--- src/rtl/seven_segment_scanner.sv ---
// Multiplexed seven-segment scanner: hex decode, per-slot PWM brightness, frame-atomic updates.
// Optional leading-zero blanking is enabled by defining SEVEN_SEG_ZERO_BLANK_EN.
module seven_segment_scanner #(
    parameter int NUM_DIGITS = 4,
    parameter int DIV_WIDTH  = 16,
    parameter int PWM_WIDTH  = 4
) (
    input  logic                    clk,
    input  logic                    rst,
    input  logic [4*NUM_DIGITS-1:0] num_in,
    input  logic [NUM_DIGITS-1:0]   dp_in,
    input  logic                    load,
    input  logic [PWM_WIDTH-1:0]    brightness,
    output logic [6:0]              dig,
    output logic                    dp,
    output logic [NUM_DIGITS-1:0]   dig_sel,
    output logic                    scan_tick
);

    localparam int IDX_W = (NUM_DIGITS > 1) ? $clog2(NUM_DIGITS) : 1;
    localparam logic [IDX_W-1:0] LAST_IDX = IDX_W'(NUM_DIGITS - 1);

    logic [DIV_WIDTH-1:0]    cnt;
    logic [IDX_W-1:0]        idx;
    logic [4*NUM_DIGITS-1:0] pending_num, active_num;
    logic [NUM_DIGITS-1:0]   pending_dp, active_dp;

    logic                  slot_end, frame_end;
    logic                  lit, cur_dp, blank;
    logic [3:0]            cur_nib;
    logic [NUM_DIGITS-1:0] sel_onehot, show;

    assign slot_end  = &cnt;
    assign frame_end = slot_end && (idx == LAST_IDX);

    function automatic logic [6:0] hex_glyph(input logic [3:0] n);
        unique case (n)
            4'h0: hex_glyph = 7'b1000000;
            4'h1: hex_glyph = 7'b1111001;
            4'h2: hex_glyph = 7'b0100100;
            4'h3: hex_glyph = 7'b0110000;
            4'h4: hex_glyph = 7'b0011001;
            4'h5: hex_glyph = 7'b0010010;
            4'h6: hex_glyph = 7'b0000010;
            4'h7: hex_glyph = 7'b1111000;
            4'h8: hex_glyph = 7'b0000000;
            4'h9: hex_glyph = 7'b0010000;
            4'hA: hex_glyph = 7'b0001000;
            4'hB: hex_glyph = 7'b0000011;
            4'hC: hex_glyph = 7'b1000110;
            4'hD: hex_glyph = 7'b0100001;
            4'hE: hex_glyph = 7'b0000110;
            default: hex_glyph = 7'b0001110;
        endcase
    endfunction

    // Select the current digit's nibble, dp request and enable line.
    always_comb begin
        // NOTE: every variable gets a default first so no path can infer a latch.
        cur_nib    = '0;
        cur_dp     = 1'b0;
        sel_onehot = '0;
        for (int k = 0; k < NUM_DIGITS; k++) begin
            if (idx == IDX_W'(k)) begin
                cur_nib       = active_num[4*k +: 4];
                cur_dp        = active_dp[k];
                sel_onehot[k] = 1'b1;
            end
        end
    end

`ifdef SEVEN_SEG_ZERO_BLANK_EN
    // A digit is shown if it or any higher digit is nonzero; digit 0 always shows.
    always_comb begin
        logic seen;
        seen = 1'b0;
        show = '0;
        for (int k = NUM_DIGITS - 1; k >= 0; k--) begin
            seen    = seen | (active_num[4*k +: 4] != 4'h0);
            show[k] = seen | (k == 0);
        end
    end
`else
    assign show = '1;
`endif

    always_comb begin
        blank = 1'b0;
        for (int k = 0; k < NUM_DIGITS; k++) begin
            if (idx == IDX_W'(k)) blank = ~show[k];
        end
    end

    assign lit = (cnt[DIV_WIDTH-1 -: PWM_WIDTH] < brightness);

    // NOTE: sequential state uses non-blocking assignments so every register samples pre-edge values.
    always_ff @(posedge clk or posedge rst) begin
        if (rst) begin
            cnt         <= '0;
            idx         <= '0;
            pending_num <= '0;
            pending_dp  <= '0;
            active_num  <= '0;
            active_dp   <= '0;
            dig_sel     <= '0;
            dig         <= 7'b1111111;
            dp          <= 1'b1;
            scan_tick   <= 1'b0;
        end else begin
            cnt       <= cnt + 1'b1;
            scan_tick <= slot_end;
            if (slot_end) idx <= (idx == LAST_IDX) ? '0 : idx + 1'b1;

            // A load on the wrap cycle lands in pending after the old pending commits.
            if (load) begin
                pending_num <= num_in;
                pending_dp  <= dp_in;
            end
            if (frame_end) begin
                active_num <= pending_num;
                active_dp  <= pending_dp;
            end

            if (lit) begin
                dig_sel <= sel_onehot;
                dig     <= blank ? 7'b1111111 : hex_glyph(cur_nib);
                dp      <= ~cur_dp;
            end else begin
                dig_sel <= '0;
                dig     <= 7'b1111111;
                dp      <= 1'b1;
            end
        end
    end

endmodule
--- config.mk ---
export PLATFORM = sky130hd
export DESIGN_NAME = seven_segment_scanner
export DESIGN_NICKNAME = d
export VERILOG_FILES = /design/src/rtl/seven_segment_scanner.sv
export SDC_FILE = /design/constraint.sdc
export NUM_CORES = 1
export LEC_CHECK = 0
export CORE_AREA = 2 2 81 83
export DETAILED_ROUTE_END_ITERATION = 8
export DIE_AREA = 0 0 83 85
export PLACE_DENSITY = 0.8
export SYNTH_ARGS = -nofsm -noshare
export SYNTH_HDL_FRONTEND = slang
export SYNTH_SLANG_ARGS = --single-unit
--- constraint.sdc ---
create_clock -name clk -period 2.59 [get_ports clk]
set_clock_uncertainty 0.15 [all_clocks]
set_input_delay 0.518 -clock clk [delete_from_list [all_inputs] [get_ports clk]]
set_output_delay 0.518 -clock clk [all_outputs]
set_load 0.03 [all_outputs]
==> results.ini, run 1 <==
[outcome]
status=completed

[clock_tree]
clk_path_buf_depth=2
numCtsBuffers=9
cts_max_level=3
cts-root-buf=clkbuf_8
numClockSinks=71
ctsHoldBuffers=0
tritoncts=yes
clkTransAtPathRegs_ns=0.08
clock_latency_ns=0.35
post_cts_buffers=0

[power_and_ir_drop]
power_density_nw_per_um2=567.7
total_power_mw=2.251
p_leak_nw=1.794
max-vdd-ir-drop_v=0.0004392

[route]
wl_per_cell_um=14.09
highest_layer=met4
met3WireLength_um=219
drc_errors=0
dr_wl_met2_um=2501
viasPerCell=5.344
dr.pass1.iters=4
dr_total_vias=2036
detail-route-antenna-nets=0
first_iter_violations=56
drt-met1-wl_um=2498
drt_wl_total_um=5370

[setup_path]
crit_type=reg -> reg
crit-reg2reg-launch=idx[0]$_DFFE_PP0P_
crit_path_end_kind=register
crit_end=dig[0]$_DFF_PP1_
path_max_fanout=9
r2r_slack_ns=0.15
critPathLaunch=idx[0]$_DFFE_PP0P_
worst_setup_path_start_kind=register
r2r_cells=8
cp.required_ns=2.71
worstPathArrival_ns=2.56
r2r-end=dig[0]$_DFF_PP1_

[synth]
synth-edff-count=0
synth_fa_ha_area_share_pct=5.454
synth_top_family_by_area=multiplexers
async_flop_share_pct=100.0
ys_warn_count=0
netlist_area_sq_um=3212
syn_area_per_cell_sq_um=12.80
muxShareOfSynthArea_pct=15.70
ys_types=37
synth_xor_area_share_pct=3.818
syn_nets=292
syn_inst=251
synth_compound_area_share_pct=6.194
synth_flop_cell=dfrtp_1
ys_ff_latch=71
synth-simple-area-share_pct=9.700
yosysSeqAreaShare_pct=55.63

[timing]
relSlewSlack_pct=65.15
setup_viol=0
setup_tns_ns=0
hold_viol_final=0
drv_slew=0
hold_ws_ns=0.3293
worstMarginPinSlew_ns=0.5213
fin_crit_sh_pct=94.11
clock.fmax_mhz=410.3
post-route-min-period_ns=2.437

[cells_and_area]
multi_input_area_sq_um=1340
regArea_sq_um=1787
fill_cells=472
n_antenna_cell=0
layout.cells.non_filler=381
final_nets=340
area_growth_pct=23.45
drive_gt1_share_pct=26.32

[global_route]
grt_pass1_vias=2086
grt_max_degree=35
grt_pass1_wl_um=9798
grt_antenna_before_repair=0
globalRoute.totalOverflow=0
grt_use_total_pct=17.54

[floorplanning]
die_w_um=83
fp.dieH_um=85
die-area_sq_um=7055
floorplan.initialDensity_pct=51.76
rows=29
coreArea_sq_um=6205
ioPinCount=40

[placement]
dp_cells=365
dp_hpwl_um=3930
io_buffers=39
gp_congestion=0.7334

[hold_path]
min_path_type=reg -> reg

[job]
max_cap_viol_count=0

==> critical path: stages (launching register included) <==
cell	delay (ns)
dfrtp_1	0.43
inv_1	0.10
ha_1	0.37
a211oi_1	0.09
a221o_1	0.43
ha_1	0.25
or3_1	0.37
o21ai_0	0.08
o21ai_1	0.09
==> synthesized netlist by cell type, drive strengths merged, types with 2 or more instances <==
master | number | area [sq um]
mux2i | 2 | 20.02
and2 | 5 | 31.28
nor3b | 3 | 22.52
nor2b | 2 | 12.51
nor2 | 6 | 25.03
dfrtp | 63 | 1577
ha | 14 | 175.2
nand2b | 2 | 12.51
a311o | 2 | 20.02
o221ai | 2 | 17.52
nand3b | 4 | 30.03
o21ai | 6 | 30.03
mux2 | 43 | 484.2
a21oi | 6 | 30.03
clkbuf | 2 | 7.510
nand2 | 16 | 60.06
and4 | 2 | 17.52
inv | 14 | 52.55
xor2 | 2 | 17.52
a211oi | 2 | 15.01
dfstp | 8 | 210.2
buf | 7 | 52.54
nand3 | 9 | 45.04
xnor2 | 12 | 105.1
and3 | 3 | 18.77
nand4 | 4 | 25.02
o211ai | 4 | 30.03
==> flip-flops by register name, indices dropped and copies added (netlist names) <==
name         count
dig_sel          4
dp               1
scan_tick        1
dig              7
active_num      16
pending_num     16
idx              2
cnt             16
active_dp        4
pending_dp       4
==> per-layer routing <==
layer  vias to the layer above  global-route usage [%]
met1                       991                   23.19
li1                        976                       -
met2                        58                   26.76
met5                         -                       0
met4                         0                   9.687
met3                        11                   4.377
==> stage by stage <==
step	cell area [sq um]	worst slack, ns	utilization (%)
after floorplan	3212	0.1387	-
after global placement	3716	0.1546	59.89
after detailed placement	3716	0.02582	59.89
after CTS	3938	0.01580	63.46
after global routing	3965	-0.001968	63.90
final	3965	0.1526	63.90
==> logic make-up after synthesis <==
family | after synthesis
buffers and inverters | 23
and+or+nand+nor | 58
muxes | 45
adders and majority gates | 14
xor gates and xnor gates | 14
AOI/OAI and AO/OA | 26
DFF | 71
==> what timing repair did <==
action / 4_1_cts / 5_1_grt
endpoints found under the hold margin: 0 / 0
resized for setup: 0 / 5
endpoints found under the setup margin: 0 / 7
==> layout make-up <==
cell class                      instances  share of cell area, %
Clock buffer                            9                  3.124
Clock inverter                          7                  2.461
Inverter                               14                  1.325
Multi-Input combinational cell        157                  33.80
Sequential cell                        71                  45.06
Tap cell                               77                  2.430
Timing Repair Buffer                   46                  11.80
==> cells in the final DEF (no fill, tap or decap), types with 2 or more instances in the layout <==
| cell type | n |
|---|---|
| a211oi_1 | 2 |
| a21oi_1 | 6 |
| a311o_1 | 2 |
| and2_1 | 5 |
| and3_1 | 3 |
| and4_1 | 2 |
| buf_12 | 2 |
| buf_4 | 5 |
| bufinv_16 | 2 |
| clkbuf_8 | 9 |
| clkdlybuf4s50_1 | 39 |
| clkinv_4 | 2 |
| clkinvlp_4 | 2 |
| dfrtp_1 | 63 |
| dfstp_2 | 8 |
| ha_1 | 12 |
| ha_2 | 2 |
| inv_1 | 13 |
| mux2_2 | 43 |
| mux2i_1 | 2 |
| nand2_1 | 16 |
| nand2b_1 | 2 |
| nand3_1 | 9 |
| nand3b_1 | 4 |
| nand4_1 | 4 |
| nor2_1 | 5 |
| nor2b_1 | 2 |
| nor3b_1 | 3 |
| o211ai_1 | 4 |
| o21ai_0 | 4 |
| o21ai_1 | 2 |
| xnor2_1 | 12 |
| xor2_1 | 2 |
==> report_power, final <==
part           total (mW)  switching [mW]  internal, mW
Combinational       0.126          0.0500        0.0755
Sequential           1.16          0.0168          1.14
Clock               0.964           0.422         0.543
Total                2.25           0.488          1.76
==> how the worst min path moves through the flow <==
stage                     startpoint               end  cells past startpoint
floorplan           cnt[4]$_DFF_PP0_  cnt[4]$_DFF_PP0_                      1
global placement    cnt[4]$_DFF_PP0_  cnt[4]$_DFF_PP0_                      1
detailed placement  cnt[4]$_DFF_PP0_  cnt[4]$_DFF_PP0_                      1
CTS                 cnt[4]$_DFF_PP0_  cnt[4]$_DFF_PP0_                      1
global route        cnt[4]$_DFF_PP0_  cnt[4]$_DFF_PP0_                      1
finish              cnt[4]$_DFF_PP0_  cnt[4]$_DFF_PP0_                      1
No activity file was read; power rests on OpenSTA's default activity.
==> run 2: changes to the inputs <==
CTS_CLUSTER_SIZE = 12   (was not set)
==> results of run 2 <==
Final layout, timing and power as in run 1 (identical DEF).
